`src/rtl/sine_dds_scheduler.sv`:
```
// Time-multiplexed phase-accumulator scheduler: one shared sine lookup serves NCH channels.
// Each sample_tick issues one phase per channel, collects the results and publishes them together.
module sine_dds_scheduler #(
  parameter int NCH = 4,
  parameter int LAT = 1
) (
  input  logic                     clk,
  input  logic                     rst_n,
  input  logic                     sample_tick,
  input  logic                     cfg_we,
  input  logic [$clog2(NCH)-1:0]   cfg_ch,
  input  logic [8:0]               cfg_inc,
  input  logic                     cfg_en,
  input  logic                     overrun_clr,
  output logic [8:0]               sine_phase,
  input  logic [9:0]               sine_data,
  output logic [10*NCH-1:0]        ch_sample,
  output logic                     sample_valid,
  output logic                     busy,
  output logic                     overrun,
  output logic [1:0]               dbg_state
);

  localparam int CW = $clog2(NCH);
  localparam int LW = (LAT > 1) ? $clog2(LAT) : 1;
  localparam logic [9:0] MID = 10'd512;

  typedef enum logic [1:0] {IDLE, ISSUE, DRAIN, DONE} state_t;

  // Handshake: sample_tick is a one-cycle request taken only in IDLE (dropped and
  // flagged as overrun otherwise); sample_valid is a one-cycle strobe, no back-pressure.
  state_t          state, state_n;
  logic [CW-1:0]   slot, slot_n;
  logic [LW-1:0]   drain_cnt, drain_cnt_n;
  logic            issue;

  logic [8:0]      acc    [NCH];
  logic [8:0]      inc    [NCH];
  logic            en     [NCH];
  logic [9:0]      shadow [NCH];

  logic            p_v  [LAT];
  logic [CW-1:0]   p_ch [LAT];
  logic            p_en [LAT];

  always_ff @(posedge clk or negedge rst_n) begin
    if (!rst_n) begin
      state     <= IDLE;
      slot      <= '0;
      drain_cnt <= '0;
    end else begin
      state     <= state_n;
      slot      <= slot_n;
      drain_cnt <= drain_cnt_n;
    end
  end

  always_comb begin
    state_n     = state;
    slot_n      = slot;
    drain_cnt_n = drain_cnt;
    issue       = 1'b0;
    case (state)
      IDLE: begin
        if (sample_tick) begin
          state_n = ISSUE;
          slot_n  = '0;
        end
      end
      ISSUE: begin
        issue = 1'b1;
        if (slot == CW'(NCH - 1)) begin
          state_n     = DRAIN;
          drain_cnt_n = '0;
        end else begin
          slot_n = slot + 1'b1;
        end
      end
      DRAIN: begin
        if (drain_cnt == LW'(LAT - 1)) state_n = DONE;
        else drain_cnt_n = drain_cnt + 1'b1;
      end
      DONE:    state_n = IDLE;
      default: state_n = IDLE;
    endcase
  end

  assign sine_phase = issue ? acc[slot] : 9'd0;
  assign busy       = (state != IDLE);
  assign dbg_state  = state;

  // Configuration registers; an issue in the same cycle still sees the old values.
  always_ff @(posedge clk or negedge rst_n) begin
    if (!rst_n) begin
      for (int k = 0; k < NCH; k++) begin
        inc[k] <= '0;
        en[k]  <= 1'b0;
      end
    end else if (cfg_we && (int'(cfg_ch) < NCH)) begin
      inc[cfg_ch] <= cfg_inc;
      en[cfg_ch]  <= cfg_en;
    end
  end

  // Phase accumulators advance only when their slot issues; wrap is mod 512.
  always_ff @(posedge clk or negedge rst_n) begin
    if (!rst_n) begin
      for (int k = 0; k < NCH; k++) acc[k] <= '0;
    end else if (issue && en[slot]) begin
      acc[slot] <= acc[slot] + inc[slot];
    end
  end

  // Slot tags travel alongside the lookup latency so each result lands in its own shadow.
  always_ff @(posedge clk or negedge rst_n) begin
    if (!rst_n) begin
      for (int i = 0; i < LAT; i++) begin
        p_v[i]  <= 1'b0;
        p_ch[i] <= '0;
        p_en[i] <= 1'b0;
      end
    end else begin
      p_v[0]  <= issue;
      p_ch[0] <= slot;
      p_en[0] <= en[slot];
      for (int i = 1; i < LAT; i++) begin
        p_v[i]  <= p_v[i-1];
        p_ch[i] <= p_ch[i-1];
        p_en[i] <= p_en[i-1];
      end
    end
  end

  always_ff @(posedge clk or negedge rst_n) begin
    if (!rst_n) begin
      for (int k = 0; k < NCH; k++) shadow[k] <= MID;
    end else if (p_v[LAT-1]) begin
      shadow[p_ch[LAT-1]] <= p_en[LAT-1] ? sine_data : MID;
    end
  end

  // Publishing all shadows at once keeps ch_sample coherent across channels.
  always_ff @(posedge clk or negedge rst_n) begin
    if (!rst_n) begin
      ch_sample    <= {NCH{MID}};
      sample_valid <= 1'b0;
    end else begin
      sample_valid <= (state == DONE);
      if (state == DONE) begin
        for (int k = 0; k < NCH; k++) ch_sample[10*k +: 10] <= shadow[k];
      end
    end
  end

  always_ff @(posedge clk or negedge rst_n) begin
    if (!rst_n) overrun <= 1'b0;
    else if (sample_tick && busy) overrun <= 1'b1;
    else if (overrun_clr) overrun <= 1'b0;
  end

endmodule

```
`config.mk`:
```
export PLATFORM = sky130hd
export DESIGN_NAME = sine_dds_scheduler
export DESIGN_NICKNAME = d
export VERILOG_FILES = /design/src/rtl/sine_dds_scheduler.sv
export SDC_FILE = /design/constraint.sdc
export NUM_CORES = 1
export LEC_CHECK = 0
export CAP_MARGIN = 20
export CORE_MARGIN = 3
export CORE_UTILIZATION = 42
export CTS_CLUSTER_SIZE = 12
export DETAILED_ROUTE_END_ITERATION = 10
export GPL_ROUTABILITY_DRIVEN = 0
export PLACE_DENSITY = 0.63
export SLEW_MARGIN = 30
export SYNTH_ARGS = -nofsm -noshare
export SYNTH_HDL_FRONTEND = slang
export SYNTH_SLANG_ARGS = --single-unit
```
`constraint.sdc`:
```
create_clock -name clk -period 6.1 [get_ports clk]
set_clock_uncertainty 0.1 [all_clocks]
set_input_delay 1.83 -clock clk [delete_from_list [all_inputs] [get_ports clk]]
set_output_delay 1.83 -clock clk [all_outputs]
set_load 0.05 [all_outputs]
```
==> reports/qor.yml, run 1 <==
status: "finished clean"
drt_iter0_markers: 204
crit_type: "reg -> out"
maxSlewHeadroom_pct: 43.0
core_area_mm2: 0.0168
p_int_w: 0.00298
rsz0062_at_grt: "no"
drt-wirelength-per-cell_um: 18.1
cts_buffers: 17
worst_setup_path_start_kind: "flip-flop"
fin_setup_tns_ps: 0
synth_seq_cells: 166
max_freq_mhz: 198
vdd.ir_drop.worst_uv: 368
grt_pass1_wl_mm: 26.6
cp_max_fo: 14
report.final.hold_viol_count: 0
synth-edff-count: 0
pwr-share-clk_pct: 19.8
diodes: 0
worst-endpoint-required_ps: 4170
synth-seq-area-share_pct: 56.8
die_w_um: 138
swShare_pct: 42.0
clk_pin_slew_worst_paths_ps: 70
post_cts_resized: 0
critPathCaptureType: "output pin"
area_growth_pct: 21.1
fin_cells: 887
die_area_mm2: 0.0191
final_area_mm2: 0.00888
drc: 0
syn_area_per_cell_um2: 12.5
grt_pass1_vias: 5066
cts_tree: "yes"
clockBufferDepth: 2
p_comb_share_pct: 45.6
ys.flop_type: "dfrtp_1"
pwr-share-seq_pct: 34.6
track_usage_pct: 17.5
fin_nets: 699
clockRootBuffer: "clkbuf_16"
power_density_mw_per_mm2: 579
netlist_instances: 584
max_cap_viol_count: 0
cts_htree_levels: 4
first_pass_iters: 4
place_inst: 855
async_flop_share_pct: 100
maxSlewViolCount: 0
worstMarginPinSlew_ps: 854
power.switching_w: 0.00216
synthDistinctLibCells: 40
clk_latency_ps: 430
port_buffers: 80
vias_per_cell: 5.37
postCtsSetupRepairBufs: 0
cts.sinks: 166
rows: 47
yosys_warnings: 0
worstPathArrival_ps: 3120
grt_max_degree: 79
ioPinCount: 81
power.leakage_nw: 3.85
ctsHoldBuffers: 0
ant_nets: 0
syn-cell-area_mm2: 0.00733
initial_core_util_pct: 43.6
post-route-period-util_pct: 82.8
period_minus_slack_ps: 5050
drt-total-wl_mm: 16.1
fp.dieH_um: 138
finalSetupViolations: 0
antenna_found_initial: 0
syn-num-nets: 629
vias: 4760
hpwl_mm: 11.0
placed_area_mm2: 0.00831
hold_path_class: "reg -> reg"
grt-ovfl-total: 0
layout-drive-gt1-share_pct: 21.7
==> cell type report <==
class	count	area, µm²
Clock buffer	17	425
Clock inverter	15	140
Fill cell	1478	7940
Inverter	10	37.5
Multi-Input combinational cell	374	3000
Sequential cell	166	4160
Tap cell	220	275
Timing Repair Buffer	85	840
==> critical path: stages (launching register included) <==
cell and delay (ps):
dfrtp_1 760, buf_4 390, mux4_1 630, and2_1 200, clkdlybuf4s50_1 700
==> sequential cells by signal (all words and copies together), names as in the netlist <==
name,flops
p_en,1
slot,2
p_ch,2
sample_valid,1
shadow,40
ch_sample,40
dbg_state,2
en,4
overrun,1
p_v,1
inc,36
acc,36
==> cell usage in the layout, fill, tap and decap left out, types with 5 or more instances in the layout <==
master / instances
nand2b_1: 10
dfstp_2: 8
o21ai_0: 58
mux4_2: 11
clkinv_4: 5
mux2_2: 84
clkbuf_16: 17
dfrtp_1: 158
inv_1: 10
and2_1: 9
nand2_1: 95
mux4_1: 8
nand3_1: 11
ha_1: 16
buf_4: 5
o211ai_1: 16
clkdlybuf4s50_1: 79
==> final timing paths <==
kind | slack [ps] | cells past startpoint | startpoint | to
hold reg to reg | 370 | 2 | acc[18]$_DFFE_PN0P_ | acc[18]$_DFFE_PN0P_
max in group asynchronous | 3430 | 2 | rst_n | ch_sample[38]$_DFFE_PN0P_
setup / recovery | 1050 | 4 | slot[0]$_DFFE_PN0P_ | sine_phase[3]
min in group asynchronous | 1330 | 1 | rst_n | shadow[32]$_DFFE_PN0P_
setup reg to reg | 2490 | 7 | slot[0]$_DFFE_PN0P_ | acc[12]$_DFFE_PN0P_
hold / removal | 370 | 2 | acc[18]$_DFFE_PN0P_ | acc[18]$_DFFE_PN0P_
==> cells by family (layout without fill, tap and decap cells) <==
logic type | Yosys count | in the layout | synth area share [%]
buf+inv | 44 | 127 | 2.48
xor+xnor | 4 | 4 | 0.581
mux | 103 | 103 | 19.2
compound gates | 100 | 100 | 8.26
flops | 166 | 166 | 56.8
fa+ha+maj | 18 | 18 | 3.18
simple gates | 149 | 149 | 9.53
==> cells in the mapped netlist (all sizes together) (8+ instances only) <==
master | instances | area, µm²
dfrtp | 158 | 3950
nand2 | 95 | 357
mux2 | 84 | 946
o21ai | 58 | 290
clkbuf | 23 | 86.3
mux4 | 19 | 458
ha | 17 | 213
o211ai | 16 | 120
buf | 11 | 57.6
nand3 | 11 | 55.1
inv | 10 | 37.5
nand2b | 10 | 62.6
and2 | 9 | 56.3
dfstp | 8 | 210
==> power groups by stage <==
stage          combinational [W]  sequential, W  clock (W)
4_1_cts                  0.00236        0.00178    0.00104
2_1_floorplan            0.00127        0.00216          0
3_3_place_gp             0.00230        0.00177          0
6_report                 0.00234        0.00178    0.00102
5_1_grt                  0.00254        0.00183    0.00108
3_5_place_dp             0.00235        0.00180          0
==> metal layers <==
metal / track usage, % / routed length [µm]
met3: 4.01 / 660
met5: 0 / 0
met1: 22.7 / 7250
met2: 29.6 / 8020
met4: 5.30 / 159
==> stage by stage <==
| step | worst slack, ps | utilization, % | hold WS [ps] | total power (W) |
|---|---|---|---|---|
| finish | 1050 | 52.8 | 374 | 0.00514 |
| global route | 903 | 52.8 | 398 | 0.00545 |
| CTS | 999 | 52.8 | 379 | 0.00518 |
| detailed placement | 1490 | 49.4 | 359 | 0.00415 |
| global placement | 1530 | 49.4 | 352 | 0.00407 |
| floorplan | 2250 | - | 337 | 0.00343 |
Power figures use the tool's default switching activity.
==> run 2, diff against run 1 <==
Clock period 6.1 ns to 5 ns, I/O delays scaled along.
==> reports/qor.yml, run 2 (synthesis results as in run 1) <==
drc: 0
drt_iter0_markers: 174
worstReg2RegEnd: "acc[21]$_DFFE_PN0P_"
clockBufferDepth: 2
diodes: 0
wl_met2_mm: 7.75
startpoint: "dbg_state[1]$_DFFE_PN0P_"
grt-ovfl-total: 0
drt-total-wl_mm: 15.8
post_cts_resized: 0
grt_max_degree: 103
worstPathArrival_ps: 2810
layout-drive-gt1-share_pct: 21.6
area_growth_pct: 22.3
holdWs_ps: 373
ant_nets: 0
cts_tree: "yes"
hold_path_depth: 2
drt-wirelength-per-cell_um: 17.8
ioPinCount: 81
final_cell_mix: "dfrtp_1, nand2_1, mux2_2, clkdlybuf4s50_1, o21ai_0"
vias: 4705
cts_htree_levels: 4
period_minus_slack_ps: 4410
die_area_mm2: 0.0191
clk_latency_ps: 430
fin_setup_tns_ps: 0
post-route-period-util_pct: 88.2
hold_path_class: "reg -> reg"
first_pass_iters: 6
maxSlewHeadroom_pct: 43.7
port_buffers: 80
met3_length_um: 694
max_freq_mhz: 227
maxSlewViolCount: 0
worstSetupEndpoint: "sine_phase[5]"
clk_pin_slew_worst_paths_ps: 60
grt_pass1_vias: 4859
worst-endpoint-required_ps: 3400
cts.sinks: 166
max_cap_viol_count: 0
worst_setup_path_start_kind: "flip-flop"
crit_type: "reg -> out"
critPathCaptureType: "output pin"
largestRegisters: "ch_sample x40, shadow x40"
reg2reg_depth: 7
wl_met1_mm: 7.20
vias_per_cell: 5.31
track_usage_pct: 17.0
worstMarginPinSlew_ps: 845
r2r_slack_ps: 1440
p_total_w: 0.00643
antenna_found_initial: 0
grt_pass1_wl_mm: 25.8
postCtsSetupRepairBufs: 0
clockRootBuffer: "clkbuf_16"
hpwl_mm: 10.7
rows: 47
initial_core_util_pct: 43.6
vdd.ir_drop.worst_uv: 384
power.leakage_nw: 3.89
power_density_mw_per_mm2: 718
cts_buffers: 17
fin_nets: 698
status: "finished clean"
ctsHoldBuffers: 0
core_area_mm2: 0.0168
regToRegStartpoint: "slot[0]$_DFFE_PN0P_"
finalSetupViolations: 0
die_w_um: 138
report.final.hold_viol_count: 0
rsz0062_at_grt: "no"
fp.dieH_um: 138
mostFrequentLayoutCell: "dfrtp_1"
topRoutingLayerUsed: "met4"
utilization_pct: 53.3
cp_max_fo: 26
## run 2: cell types whose count changed in the layout (fill, tap and decap cells not counted), sizes merged
cell	change
buf	-2
bufinv	+4
clkbuf	+1
clkinv	-2
clkinvlp	-1
inv	-1
## run 2: worst max-delay path, cell delays in order, from the launching register on
cell,delay (ps)
dfrtp_1,440
inv_1,140
ha_1,700
and2_1,280
clkdlybuf4s50_1,820
## run 2: area by class of cell
cell class	count	area (µm²)
Clock inverter	15	220
Timing Repair Buffer	84	847
Tap cell	220	275
Inverter	10	37.5
Sequential cell	166	4160
Clock buffer	17	425
Fill cell	1480	7850
Multi-Input combinational cell	374	3000
## run 2: worst min path at each step
stage	start	end	slack, ps
2_1_floorplan	acc[18]$_DFFE_PN0P_	acc[18]$_DFFE_PN0P_	340
3_3_place_gp	acc[0]$_DFFE_PN0P_	acc[0]$_DFFE_PN0P_	350
3_5_place_dp	shadow[31]$_DFFE_PN0P_	shadow[31]$_DFFE_PN0P_	370
4_1_cts	acc[24]$_DFFE_PN0P_	acc[24]$_DFFE_PN0P_	380
5_1_grt	acc[33]$_DFFE_PN0P_	acc[33]$_DFFE_PN0P_	400
6_report	acc[20]$_DFFE_PN0P_	acc[20]$_DFFE_PN0P_	370
## run 2: routing by layer
layer	vias up	GRT usage, %
li1	2227	-
met1	2353	22.3
met2	107	28.0
met3	18	4.94
met4	0	4.32
met5	-	0
## run 2: per-stage QoR
step | cell area, µm² | worst slack (ps) | instances
2_1_floorplan | 7330 | 1480 | 584
3_3_place_gp | 8310 | 1120 | 854
3_5_place_dp | 8320 | 1080 | 854
4_1_cts | 8960 | 605 | 886
5_1_grt | 8960 | 435 | 886
6_report | 8960 | 592 | 886
## run 2: power breakdown
part	switching (W)	internal, W	total [W]
sequential	0.000303	0.00187	0.00217
clock	0.000569	0.000850	0.00142
combinational	0.00174	0.00111	0.00284
total	0.00261	0.00383	0.00643
